### src/rtl/pwm_level_decoder.sv
// pwm_level_decoder: measures an asynchronous PWM line over fixed windows of
// 2^WIN_BITS clocks and reports its high-cycle count, its rising-edge count and
// a filtered five-step brightness level (0%, 12.5%, 25%, 50%, 100%).
module pwm_level_decoder #(
    parameter int WIN_BITS = 16,
    parameter int STABLE   = 2
) (
    input  logic                clk,
    input  logic                rst_n,
    input  logic                pwm_in,
    input  logic                enable,
    output logic [WIN_BITS:0]   duty,
    output logic                duty_valid,
    output logic [7:0]          edges,
    output logic [2:0]          level,
    output logic                level_valid,
    output logic                level_change
);
    localparam int DW = WIN_BITS + 1;
    localparam int W  = 1 << WIN_BITS;

    // Quantisation thresholds are exact fractions of W (W is a multiple of 16).
    localparam logic [DW-1:0] T1 = DW'(W / 16);
    localparam logic [DW-1:0] T2 = DW'(3 * W / 16);
    localparam logic [DW-1:0] T3 = DW'(3 * W / 8);
    localparam logic [DW-1:0] T4 = DW'(3 * W / 4);
    localparam logic [2:0]    STABLE_C = 3'(STABLE);

    logic                s1, s, s_d;
    logic [WIN_BITS-1:0] win_cnt;
    logic [DW-1:0]       hi_cnt;
    logic [7:0]          edge_cnt;
    logic [2:0]          cand, stable_cnt;

    logic                rise, close;
    logic [DW-1:0]       total;
    logic [7:0]          edge_total;
    logic [2:0]          q, stable_nx;
    logic                publish;

    // Closing-cycle arithmetic: the last sample and edge of a window are folded
    // in here so the counters can restart at 0 without losing a cycle.
    always_comb begin
        rise       = s & ~s_d;
        close      = enable & (&win_cnt);
        total      = hi_cnt + DW'(s);
        edge_total = (edge_cnt == 8'hFF) ? 8'hFF : edge_cnt + 8'(rise);

        q = 3'd4;
        if (total < T1)      q = 3'd0;
        else if (total < T2) q = 3'd1;
        else if (total < T3) q = 3'd2;
        else if (total < T4) q = 3'd3;

        if (q == cand && stable_cnt != 3'd0)
            stable_nx = (stable_cnt >= STABLE_C) ? STABLE_C : stable_cnt + 3'd1;
        else
            stable_nx = 3'd1;

        publish = (stable_nx == STABLE_C) && (level != q || !level_valid);
    end

    // Two-flop synchroniser plus one delay flop for rising-edge detection.
    always_ff @(posedge clk or negedge rst_n) begin
        if (!rst_n) begin
            s1  <= 1'b0;
            s   <= 1'b0;
            s_d <= 1'b0;
        end else begin
            s1  <= pwm_in;
            s   <= s1;
            s_d <= s;
        end
    end

    // Window counters; cleared while disabled so a re-enable starts a full window.
    always_ff @(posedge clk or negedge rst_n) begin
        if (!rst_n) begin
            win_cnt  <= '0;
            hi_cnt   <= '0;
            edge_cnt <= '0;
        end else if (!enable) begin
            win_cnt  <= '0;
            hi_cnt   <= '0;
            edge_cnt <= '0;
        end else if (close) begin
            win_cnt  <= '0;
            hi_cnt   <= '0;
            edge_cnt <= '0;
        end else begin
            win_cnt  <= win_cnt + 1'b1;
            hi_cnt   <= total;
            edge_cnt <= edge_total;
        end
    end

    // Window results, stability filter and published level.
    always_ff @(posedge clk or negedge rst_n) begin
        if (!rst_n) begin
            duty         <= '0;
            duty_valid   <= 1'b0;
            edges        <= '0;
            level        <= '0;
            level_valid  <= 1'b0;
            level_change <= 1'b0;
            cand         <= '0;
            stable_cnt   <= '0;
        end else begin
            duty_valid   <= 1'b0;
            level_change <= 1'b0;
            if (!enable) begin
                stable_cnt <= '0;
            end else if (close) begin
                duty       <= total;
                edges      <= edge_total;
                duty_valid <= 1'b1;
                cand       <= q;
                stable_cnt <= stable_nx;
                if (publish) begin
                    level        <= q;
                    level_valid  <= 1'b1;
                    level_change <= 1'b1;
                end
            end
        end
    end

endmodule

### config.mk
export PLATFORM = sky130hd
export DESIGN_NAME = pwm_level_decoder
export DESIGN_NICKNAME = d
export VERILOG_FILES = /design/src/rtl/pwm_level_decoder.sv
export SDC_FILE = /design/constraint.sdc
export NUM_CORES = 1
export LEC_CHECK = 0
export CAP_MARGIN = 15
export CORE_UTILIZATION = 30
export CTS_BUF_LIST = sky130_fd_sc_hd__clkbuf_4 sky130_fd_sc_hd__clkbuf_8 sky130_fd_sc_hd__clkbuf_16
export CTS_CLUSTER_DIAMETER = 100
export CTS_CLUSTER_SIZE = 40
export DETAILED_ROUTE_END_ITERATION = 16
export PLACE_DENSITY_LB_ADDON = 0.05
export RECOVER_POWER = 100
export SYNTH_ARGS = -nofsm -noshare
export SYNTH_HDL_FRONTEND = slang
export SYNTH_SLANG_ARGS = --single-unit
### constraint.sdc
create_clock -name clk -period 7.5 [get_ports clk]
set_input_delay 1.5 -clock clk [delete_from_list [all_inputs] [get_ports clk]]
set_output_delay 1.5 -clock clk [all_outputs]
set_load 0.02 [all_outputs]
==> results by group <==
STA
  – Final Critical Period: 4.64 ns
  – Final Max Slew Viols: 136
  – Final Skew: 0.00681 ns
  – RSZ-0062 raised after global routing: no
  – Final TNS setup: 0 ns
  – Worst Max-Slew Pin Slew: 2.05 ns
  – Final Hold Fails: 0
  – Relative slew slack: -36.4%
  – Final worst path period share: 61.9%
  – Setup violators final: 0
  – Maximum clock frequency: 0.215 GHz

Critical path
  – Kind of critical path: input port to flop
  – Worst setup EP type: flop
  – CP Launch Type: input port
  – Critical path data arrival time: 4.87 ns
  – Peak fanout along the critical path: 57
  – Crit path max-delay cell type: nand2_1
  – Required time worst endpoint: 7.73 ns
  – R2R cell count: 9
  – Max stage delay on crit path: 0.93 ns
  – CP Cell Sequence: dlygate4sd3_1 -> nand2_1 -> a21oi_1 -> inv_1 -> a2111oi_0 -> mux2_1

Clocking
  – Clock buffer depth: 2
  – Root Buffer: clkbuf_16
  – Later-pin clock latency in the skew report: 0.34 ns
  – Reg clk slew, reported paths: 0.06 ns
  – CTS Buf Count: 9
  – Clock sink count: 81
  – Hold_buf cts: 0
  – Post-CTS setup buffer count: 0
  – H-tree Lvls: 3
  – TritonCTS clock tree: yes
  – Cts repair resizes: 0

Synthesis
  – Adder-Cell Fraction of Synth Area: 3.05%
  – Syn Inst Count: 359
  – Mux contribution to synthesized area: 1.46%
  – Largest family of logic cells by synthesized area: simple AND/OR/NAND/NOR gates
  – Synth unique cells: 44
  – Seq/Total Area, Yosys: 54.9%
  – Synth Warn #: 0
  – Syn avg cell area: 10.3 um2
  – Post-Synth XOR/XNOR Area: 8.98%
  – Ys flop type: dfrtp_1
  – Yosys reg bits: 81
  – Async S/R FF share, synth: 100%
  – Post-synthesis simple-gate area fraction: 20.4%
  – Compound-Gate Fraction of Synth Area: 8.71%
  – Mapped Nets: 372
  – Cell area after synthesis: 3690 um2
  – Number of synthesized flops with an enable pin: 0

Job
  – Max_cap viols: 3

Routing
  – Total number of vias: 2520
  – Pre-antenna DRT Iters: 6
  – DR iter-0 viols: 147
  – Antenna Nets Post-Route: 0
  – Vias per cell: 4.63
  – DR WL/cell: 13.9 um
  – Drt total wl: 7550 um
  – DRC viols: 0

Global routing
  – Vias in the first global route: 2643
  – GRT overflow: 0
  – Antenna violations before repair: 0
  – Largest net degree at the start of global routing: 58
  – First-pass GRT wire length: 13200 um
  – GRT Total Usage: 13.6%

Placement
  – Port Buf Inserts: 34
  – HPWL Detailed: 4940 um
  – Gpl congestion: 0.694
  – Placed Instance Area: 4180 um2

Floorplan
  – Die X: 113 um
  – Chip Height: 113 um
  – Die area: 12800 um2
  – Core Region: 12000 um2
  – Row Count: 40
  – Io pins: 35
  – Initial Utilization: 30.7%

Power and ir drop
  – Switching power: 0.000196 W
  – Cell Int Power: 0.000822 W
  – Peak VDD IR: 150 uV
  – Leakage: 2.08 nW
  – Sequential power share: 43.6%
  – Combinational share of power: 2.2%
  – Sw Share: 19.2%
  – Pwr Density: 225 nW/um2
  – Clock share of power: 54.2%

Finish
  – Filler Cells Inserted: 1226
  – Share of layout cells above drive strength 1: 6.80%
  – Most common cell after layout, fill and taps aside: dfrtp_1
  – Final #Nets: 405
  – Final Instance Area: 4520 um2
  – ANT cells: 0
  – Most frequent cells in the layout: dfrtp_1 (81), nor2_1 (54), nand2_1 (43)
  – Finished Core Util: 37.6%
  – P&R area growth vs syn: 22.5%

Min path
  – Worst hold path class: flop to flop
  – Hold path depth: 0

Run status
  – Failing checks: max-capacitance violations, max-slew violations
  – Status: complete, but fails checks
[cell families after synthesis]
family,Yosys count
AOI/OAI and AO/OA,48
xor gates and xnor gates,37
adders and majority gates,9
buffers and inverters,24
DFF,81
muxes,5
and+or+nand+nor,155
[layout make-up]
cell class | instances | area (um2) | area share, %
clock buffers | 11 | 253 | 5.59
flip-flops and latches | 81 | 2030 | 44.8
inverters | 11 | 41.3 | 0.913
well taps | 147 | 184 | 4.07
multi-input cells | 254 | 1550 | 34.3
clock inverters | 5 | 125 | 2.77
repair buffers | 35 | 342 | 7.56
[critical path, delay by kind of cell]
family          cells  cell delay [ns]
mux                 1             0.38
simple gates        1             0.93
compound gates      2             1.34
buf+inv             2             0.71
[cells in the mapped netlist, types with 2 or more instances]
master    count  area share (%)
o21ai_1       2            0.27
a31oi_1       4            0.68
xnor2_1      22             5.2
and2_1        4            0.68
o22ai_1       2            0.34
dfrtp_1      81              55
and4_1        2            0.47
mux2i_1       2            0.54
mux2_1        2            0.61
or3_1         2            0.34
nand2b_1      2            0.34
inv_1        11             1.1
nor4_2        3             1.0
xor2_1       14             3.3
o21ai_0      28             3.8
nor3_1        4            0.54
a21oi_1       3            0.41
and3_1        6             1.0
nand4_1       6             1.0
nand2_1      43             4.4
nor4_1        2            0.34
ha_1          9             3.1
nor2b_1       2            0.34
nand3_1      19             2.6
clkbuf_1     12             1.2
nor2_1       54             5.5
[metal layers]
metal | wire (um) | vias up | GRT usage, %
li1 | - | 1281 | -
met1 | 3690 | 1199 | 17.2
met2 | 3400 | 29 | 20.9
met3 | 314 | 11 | 5.36
met4 | 140 | 0 | 5.79
met5 | 0 | - | 0
[power groups by stage]
stage / combinational [W] / clock (W) / sequential [W]
global route: 0.0000279 / 0.000584 / 0.000444
CTS: 0.0000247 / 0.000569 / 0.000444
global placement: 0.0000247 / 0 / 0.000452
finish: 0.0000225 / 0.000551 / 0.000444
detailed placement: 0.0000246 / 0 / 0.000452
floorplan: 0.00000967 / 0 / 0.000451
[stage by stage]
stage	total power (W)	setup slack (ns)	instances	hold WS, ns
after floorplan	0.000461	4.53	359	0.331
after global placement	0.000477	3.59	528	0.387
after detailed placement	0.000477	3.57	528	0.352
after CTS	0.00104	3.94	544	0.386
after global routing	0.00106	2.47	544	0.391
final	0.00102	2.86	544	0.384
[worst paths after layout]
| kind | from | endpoint | slack, ns |
|---|---|---|---|
| max | enable | level[2] | 2.86 |
| min | s1 | s | 0.38 |
| max reg2reg | win_cnt[0] | level[2] | 3.21 |
| min reg2reg | s1 | s | 0.38 |
| max in group asynchronous | rst_n | duty[4] | 4.26 |
| min in group asynchronous | rst_n | duty[5] | 1.73 |
[flip-flops by register name, indices dropped and copies added, names as in the netlist]
signal / count
stable_cnt: 3
cand: 3
duty_valid: 1
level_change: 1
edge_cnt: 8
level: 3
level_valid: 1
s1: 1
s_d: 1
win_cnt: 16
hi_cnt: 17
edges: 8
duty: 17
s: 1
Note: power is estimated with default switching activity, not from simulation.
